--- src/rtl/mips_multicycle_ctrl.sv ---
// Multi-cycle MIPS control FSM: sequences FETCH/DECODE/EXEC/MEM/WB over a shared
// memory port, with a memory watchdog that parks the machine in a sticky HALT.
module mips_multicycle_ctrl #(
  parameter int ALU_OP_W    = 4,
  parameter int MEM_TIMEOUT = 16
) (
  input  logic                clk,
  input  logic                rst,
  input  logic [5:0]          opcode,
  input  logic [5:0]          funct,
  input  logic                zero,
  input  logic                mem_ready,
  output logic                pc_write,
  output logic [1:0]          pc_src,
  output logic                ir_write,
  output logic                i_or_d,
  output logic                mem_read,
  output logic                mem_write,
  output logic                reg_dst,
  output logic                reg_write,
  output logic                mem2reg,
  output logic                ex_top,
  output logic                alu_src_a,
  output logic [1:0]          alu_src_b,
  output logic [ALU_OP_W-1:0] alu_op,
  output logic [2:0]          state,
  output logic                instr_done,
  output logic                illegal,
  output logic                bus_error
);

  // Memory handshake: mem_read/mem_write (with i_or_d) are held unchanged while
  // mem_ready=0; the access completes in the cycle where mem_ready=1 is sampled.

  typedef enum logic [2:0] {
    S_FETCH  = 3'd0,
    S_DECODE = 3'd1,
    S_EXEC   = 3'd2,
    S_MEM    = 3'd3,
    S_WB     = 3'd4,
    S_HALT   = 3'd7
  } state_t;

  localparam logic [5:0] OP_RTYPE = 6'b000000;
  localparam logic [5:0] OP_ADDI  = 6'b001000;
  localparam logic [5:0] OP_LW    = 6'b100011;
  localparam logic [5:0] OP_SW    = 6'b101011;
  localparam logic [5:0] OP_BEQ   = 6'b000100;
  localparam logic [5:0] OP_J     = 6'b000010;

  localparam logic [5:0] FN_ADD = 6'b100000;
  localparam logic [5:0] FN_SUB = 6'b100010;
  localparam logic [5:0] FN_AND = 6'b100100;
  localparam logic [5:0] FN_OR  = 6'b100101;
  localparam logic [5:0] FN_SLT = 6'b101010;

  localparam logic [ALU_OP_W-1:0] ALU_AND = ALU_OP_W'(4'b0000);
  localparam logic [ALU_OP_W-1:0] ALU_OR  = ALU_OP_W'(4'b0001);
  localparam logic [ALU_OP_W-1:0] ALU_ADD = ALU_OP_W'(4'b0010);
  localparam logic [ALU_OP_W-1:0] ALU_SUB = ALU_OP_W'(4'b0110);
  localparam logic [ALU_OP_W-1:0] ALU_SLT = ALU_OP_W'(4'b0111);

  localparam int WD_W      = (MEM_TIMEOUT > 1) ? $clog2(MEM_TIMEOUT) : 1;
  localparam int WD_LAST_I = (MEM_TIMEOUT > 0) ? MEM_TIMEOUT - 1 : 0;
  localparam logic [WD_W-1:0] WD_LAST = WD_LAST_I[WD_W-1:0];

  state_t          state_q;
  logic [5:0]      op_q;
  logic [5:0]      fn_q;
  logic [WD_W-1:0] wd_cnt;
  logic            bus_err_q;
  logic            wd_expire;
  logic            dec_ok;

  function automatic logic is_supported(input logic [5:0] op, input logic [5:0] fn);
    logic ok;
    ok = 1'b0;
    case (op)
      OP_RTYPE: begin
        case (fn)
          FN_ADD, FN_SUB, FN_AND, FN_OR, FN_SLT: ok = 1'b1;
          default: ok = 1'b0;
        endcase
      end
      OP_ADDI, OP_LW, OP_SW, OP_BEQ, OP_J: ok = 1'b1;
      default: ok = 1'b0;
    endcase
    return ok;
  endfunction

  function automatic logic [ALU_OP_W-1:0] rtype_alu(input logic [5:0] fn);
    logic [ALU_OP_W-1:0] code;
    case (fn)
      FN_SUB:  code = ALU_SUB;
      FN_AND:  code = ALU_AND;
      FN_OR:   code = ALU_OR;
      FN_SLT:  code = ALU_SLT;
      default: code = ALU_ADD;
    endcase
    return code;
  endfunction

  // Decode looks at the live IR fields; later states only trust the latched copies.
  assign dec_ok    = is_supported(opcode, funct);
  assign wd_expire = (MEM_TIMEOUT > 0) && (wd_cnt == WD_LAST) && !mem_ready;

  always_ff @(posedge clk) begin
    if (rst) begin
      state_q   <= S_FETCH;
      op_q      <= '0;
      fn_q      <= '0;
      wd_cnt    <= '0;
      bus_err_q <= 1'b0;
    end else begin
      case (state_q)
        S_FETCH, S_MEM: begin
          if (mem_ready) begin
            wd_cnt <= '0;
            if (state_q == S_FETCH)  state_q <= S_DECODE;
            else if (op_q == OP_LW)  state_q <= S_WB;
            else                     state_q <= S_FETCH;
          end else if (wd_expire) begin
            wd_cnt    <= '0;
            state_q   <= S_HALT;
            bus_err_q <= 1'b1;
          end else begin
            wd_cnt <= wd_cnt + WD_W'(1);
          end
        end
        S_DECODE: begin
          op_q    <= opcode;
          fn_q    <= funct;
          wd_cnt  <= '0;
          state_q <= dec_ok ? S_EXEC : S_FETCH;
        end
        S_EXEC: begin
          wd_cnt <= '0;
          case (op_q)
            OP_LW, OP_SW:     state_q <= S_MEM;
            OP_RTYPE, OP_ADDI: state_q <= S_WB;
            default:          state_q <= S_FETCH;
          endcase
        end
        S_WB: begin
          wd_cnt  <= '0;
          state_q <= S_FETCH;
        end
        S_HALT: state_q <= S_HALT;
        default: begin
          wd_cnt  <= '0;
          state_q <= S_FETCH;
        end
      endcase
    end
  end

  always_comb begin
    pc_write   = 1'b0;
    pc_src     = 2'b00;
    ir_write   = 1'b0;
    i_or_d     = 1'b0;
    mem_read   = 1'b0;
    mem_write  = 1'b0;
    reg_dst    = 1'b0;
    reg_write  = 1'b0;
    mem2reg    = 1'b0;
    ex_top     = 1'b0;
    alu_src_a  = 1'b0;
    alu_src_b  = 2'b00;
    alu_op     = '0;
    instr_done = 1'b0;
    illegal    = 1'b0;
    state      = rst ? 3'd0 : state_q;
    bus_error  = bus_err_q && !rst;
    if (!rst) begin
      case (state_q)
        S_FETCH: begin
          mem_read  = 1'b1;
          alu_src_b = 2'b01;
          alu_op    = ALU_ADD;
          ir_write  = mem_ready;
          pc_write  = mem_ready;
        end
        S_DECODE: begin
          alu_src_b  = 2'b11;
          alu_op     = ALU_ADD;
          ex_top     = 1'b1;
          illegal    = !dec_ok;
          instr_done = !dec_ok;
        end
        S_EXEC: begin
          case (op_q)
            OP_RTYPE: begin
              alu_src_a = 1'b1;
              alu_op    = rtype_alu(fn_q);
            end
            OP_ADDI, OP_LW, OP_SW: begin
              alu_src_a = 1'b1;
              alu_src_b = 2'b10;
              ex_top    = 1'b1;
              alu_op    = ALU_ADD;
            end
            OP_BEQ: begin
              alu_src_a  = 1'b1;
              alu_op     = ALU_SUB;
              pc_src     = 2'b01;
              pc_write   = zero;
              instr_done = 1'b1;
            end
            OP_J: begin
              pc_src     = 2'b10;
              pc_write   = 1'b1;
              instr_done = 1'b1;
            end
            default: ;
          endcase
        end
        S_MEM: begin
          i_or_d     = 1'b1;
          mem_read   = (op_q == OP_LW);
          mem_write  = (op_q == OP_SW);
          instr_done = mem_ready && (op_q == OP_SW);
        end
        S_WB: begin
          reg_write  = 1'b1;
          instr_done = 1'b1;
          reg_dst    = (op_q == OP_RTYPE);
          mem2reg    = (op_q != OP_LW);
        end
        default: ;
      endcase
    end
  end

endmodule

--- config.mk ---
export PLATFORM = sky130hd
export DESIGN_NAME = mips_multicycle_ctrl
export DESIGN_NICKNAME = d
export VERILOG_FILES = /design/src/rtl/mips_multicycle_ctrl.sv
export SDC_FILE = /design/constraint.sdc
export NUM_CORES = 1
export LEC_CHECK = 0
export BUFFER_PORTS_ARGS = -buffer_cell sky130_fd_sc_hd__buf_4
export CAP_MARGIN = 20
export CORE_ASPECT_RATIO = 0.7
export CORE_MARGIN = 4
export CORE_UTILIZATION = 51
export CTS_CLUSTER_DIAMETER = 60
export DETAILED_ROUTE_END_ITERATION = 10
export PLACE_DENSITY_LB_ADDON = 0.25
export SKIP_CTS_REPAIR_TIMING = 1
export SKIP_LAST_GASP = 1
export SLEW_MARGIN = 20
export SYNTH_ARGS = -nofsm -noshare
export SYNTH_HDL_FRONTEND = slang
export SYNTH_SLANG_ARGS = --single-unit
--- constraint.sdc ---
create_clock -name clk -period 2 [get_ports clk]
set_input_delay 0.3 -clock clk [delete_from_list [all_inputs] [get_ports clk]]
set_output_delay 0.3 -clock clk [all_outputs]
set_load 0.02 [all_outputs]
Word level (Yosys, flattened, before mapping). Index checks and enable logic that the tools add are counted.

Register bits after elaboration: 20. Input port bits: 16. Output and inout bits: 24. Logic and storage cells: 104.

Add/subtract/negate cells: 1. Eq/ne operators: 27. Mux-type cells: 51. Bitwise logic cells: 1. Reduce and logical (&&, ||, !) cells: 19.

Operators with widths (number): 6-bit equality test (second input constant) (13); 1-bit two-way mux (24); 3-bit case mux with 4 select lines (2); 3-bit two-way mux (6); 5-bit OR reduction (3); 6-bit by 2-bit equality test with 1-bit output (second input constant) (2); 6-bit by 3-bit equality test with 1-bit output (second input constant) (2); 6-bit by 4-bit equality test with 1-bit output (second input constant) (2); 6-bit logical NOT (2); 3-bit case mux with 2 select lines (2); 2-bit two-way mux (5); 1-bit case mux with 2 select lines (5); 2-bit OR reduction (5); 3-bit case mux with 3 select lines (1); 4-bit two-way mux (2); 4-bit case mux with 2 select lines (1); 3-bit by 2-bit equality test with 1-bit output (second input constant) (2); 3-bit equality test (second input constant) (2); 6-bit != test (second input constant) (1); 2-bit case mux with 3 select lines (1); 4-bit by 1-bit adder with 4-bit output (second input constant) (1); 4-bit equality test (second input constant) (1); 1-bit case mux with 4 select lines (1); 2-bit case mux with 2 select lines (1); 8 further kinds (12).

Logic depth before layout (Yosys ltp).
Word-level depth: 7. Gate-level depth with buffers: 6. Mapped depth without buffers: 6.

Worst setup path after synthesis. Ideal clock, no wire load.

Kind: register -> output. Start point: reg state_q[1]. End point: out instr_done. Data arrival time: 1.903 ns. Data required time: 1.700 ns. Path slack: -0.203 ns. Cell stages (with the launch flop): 6. Buffers on the path: 1. Cell sequence: dfxtp_1 buf_2 nor3_1 nand2_1 nor2_1 a211o_1.

Word-level cells in the longest chain between the ends: 3. Elaborated cells on any way between the ends: 6. Those cells by class: eq/ne (4); mux (2).

Ends and longest elaborated chain: start, declared (line 67) `state_t state_q;`; start signal, assigned (line 134) `state_q <= dec_ok ? S_EXEC : S_FETCH;`; 3-bit equality test, or another cell as far along (line 176) `case (state_q)`; 1-bit case mux with 4 select lines (*) (line 176); 1-bit two-way mux (*) (line 175) `if (!rst) begin`; end, declared (line 27) `output logic instr_done,`.

Every way passes the cells marked *; elsewhere a longest branch is shown, timed or not.

Worst setup path in the final report.
Start point: reg op_q[5]. End point: out alu_op[2].

Word-level cells in the longest chain between the ends: 5. Elaborated cells on any way between the ends: 9. Those cells by class: eq/ne (4); mux (3); reduce/logical (2).

Ends and longest elaborated chain: start, declared (line 68) `logic [5:0] op_q;`; start signal, assigned (line 131) `op_q <= opcode;`; 6-bit equality test / 6-bit by 4-bit equality test with 1-bit output (equally long branches) (line 192) `case (op_q)`; 3-bit OR reduction (line 192); 3-bit case mux with 3 select lines (*) (line 192); 3-bit case mux with 2 select lines (*) (line 176); 3-bit two-way mux (*) (line 175); end, declared (line 25) `output logic [ALU_OP_W-1:0] alu_op,`.

Marked as above.

==> flow_summary.json <==
{
  "status": "finished, violations left",
  "failed_checks": "setup timing",
  "gr-total-overflow": 0,
  "power_density_nw_per_um2": 1230,
  "synthDominantCellAreaShare": 0.294,
  "coreArea_um2": 2510,
  "syn_inst": 188,
  "fin_skew_ps": 7.18,
  "place_area_um2": 1690,
  "maxCapViolCount": 0,
  "die_area_um2": 3580,
  "stdcell_area_um2": 1810,
  "reg2reg_to": "state_q[2]",
  "path_max_fanout": 4,
  "n_antenna_cell": 0,
  "clockBufferDepth": 2,
  "synth_top_flop_cell": "dfxtp_1",
  "cts.clk_slew.worst_paths_ps": 80,
  "rows": 15,
  "p_leak_nw": 0.831,
  "max_freq_ghz": 0.467,
  "netlist_area_um2": 1360,
  "first_iter_violations": 229,
  "yosysMostFrequentCell": "nor2_1",
  "die_height_um": 51.2,
  "synth_warnings": 0,
  "yosys-top-cells-area": "dfxtp_1 29%, nor2_1 7.7%, nand2b_1 7.3%, a21oi_1 6.6%, nand2_1 3.9%",
  "ys_ff_latch": 20,
  "finalWorstSetupSlack_ps": -142,
  "crit_arrival_ps": 1840,
  "yosysSeqAreaShare": 0.294,
  "seqCellArea_um2": 408,
  "async_flop_share": 0,
  "htree_levels": 1,
  "endpoint": "alu_op[2]",
  "drc": 0,
  "avgSynthCellArea_um2": 7.25,
  "area_growth_pct": 32.7,
  "holdCritPathClass": "in -> reg",
  "start_util": 0.542,
  "min_period_ps": 2140,
  "final_cells": 260,
  "finalHoldViolations": 0,
  "grt_pass1_vias": 1324,
  "setup.worst_path.class": "reg -> out",
  "track_usage": 0.205,
  "crit_required_ps": 1700,
  "vias": 1513,
  "drt-total-wl_mm": 3.79,
  "cts_tree": "built",
  "fin_util": 0.719,
  "startpoint": "op_q[5]",
  "fillers": 211,
  "antenna_found_initial": 0,
  "cts_root_buffer": "clkbuf_8",
  "grt_first_pass_wirelength_mm": 5.91,
  "wire_per_inst_um": 14.6,
  "num-nets-final": 244,
  "rr_worst_depth": 6,
  "r2r-start": "state_q[1]",
  "die_w_um": 69.8,
  "yosys.area.top_type": "dfxtp_1",
  "finalMaxSlewViolations": 0,
  "via_per_inst": 5.82,
  "synth_edf_count": 0,
  "clk_latency_ps": 260,
  "numCtsBuffers": 3,
  "rsz0062_at_grt": "yes",
  "endpoint_kind": "output pin",
  "grt_max_degree": 29,
  "drive_gt1_frac": 0.296,
  "gp_congestion": 0.889,
  "ir_drop_mv": 0.609,
  "hpwl_mm": 2.72,
  "io_pins": 40,
  "syn_nets": 205,
  "pre_cts_ws_ps": 90.6,
  "total_power_mw": 2.22,
  "rrSetupSlack_ps": 290,
  "timing.final.crit_share": 1.07,
  "setup_viol": 5,
  "synthTopCellsByCount": "28 x nor2_1, 20 x dfxtp_1, 18 x a21oi_1",
  "drtPass1Iterations": 4,
  "yosysUniqueCellTypes": 47,
  "multi_input_area_um2": 935,
  "drt.antenna.violating_nets": 0,
  "placedCellCount": 254,
  "crit_path_start_kind": "flop",
  "cts_num_sinks": 20,
  "port_buffers": 38
}
-- stage by stage --
step | hold slack, ps | setup TNS, ps
floorplan | 432 | 0
global placement | 453 | 0
detailed placement | 470 | 0
CTS | 282 | -481
global route | 296 | -913
finish | 287 | -439
-- layer usage --
| layer | GRT usage | vias up | part of all wire |
|---|---|---|---|
| li1 | - | 741 | - |
| met1 | 0.266 | 703 | 0.43 |
| met2 | 0.345 | 59 | 0.49 |
| met3 | 0.0452 | 10 | 0.063 |
| met4 | 0.0605 | 0 | 0.014 |
| met5 | 0 | - | 0 |
-- flip-flops by register name, indices dropped and copies added (netlist names) --
name       cells
bus_err_q      1
op_q           6
wd_cnt         4
fn_q           6
state_q        3
-- cell type report --
cell class	count	share of cell area
clock buffers	4	0.0304
inverters	4	0.00830
well taps	34	0.0235
multi-input cells	152	0.517
flip-flops and latches	20	0.226
repair buffers	46	0.195
-- critical path, cell delays in order (launching register included) --
cell and delay (ps):
dfxtp_2 330, or2_4 260, or4_4 470, nor3_4 140, a22oi_1 90, nor2b_1 140, buf_4 150
-- cells in the final DEF, fill, tap and decap left out, drive strengths merged, types with 6 or more instances in the layout --
master,Yosys,layout
and3,7,7
nor2b,6,6
nor3,11,11
buf,7,46
nand2b,16,16
nand2,14,14
a21oi,18,18
o21ai,9,9
nor2,28,28
dfxtp,20,20
-- where the power goes --
group / internal (mW) / total, mW / switching (mW) / leakage, nW
Sequential: 0.533 / 0.706 / 0.173 / 0.166
Combinational: 0.533 / 1.20 / 0.669 / 0.636
Clock: 0.175 / 0.312 / 0.137 / 0.0288
-- cell families after synthesis --
group           share of synthesized area
flops                               0.294
other cells                       0.00275
xor+xnor                           0.0129
simple gates                        0.403
fa+ha+maj                         0.00918
mux                                0.0230
buf+inv                            0.0514
compound gates                      0.204
-- worst min-delay path by stage --
stage,start,to,cells after the start
2_1_floorplan,bus_err_q,bus_err_q,2
3_3_place_gp,bus_err_q,bus_err_q,2
3_5_place_dp,bus_err_q,bus_err_q,2
4_1_cts,funct[5],fn_q[5],3
5_1_grt,funct[3],fn_q[3],3
6_report,funct[5],fn_q[5],3
Note: power is estimated with default switching activity, not from simulation.
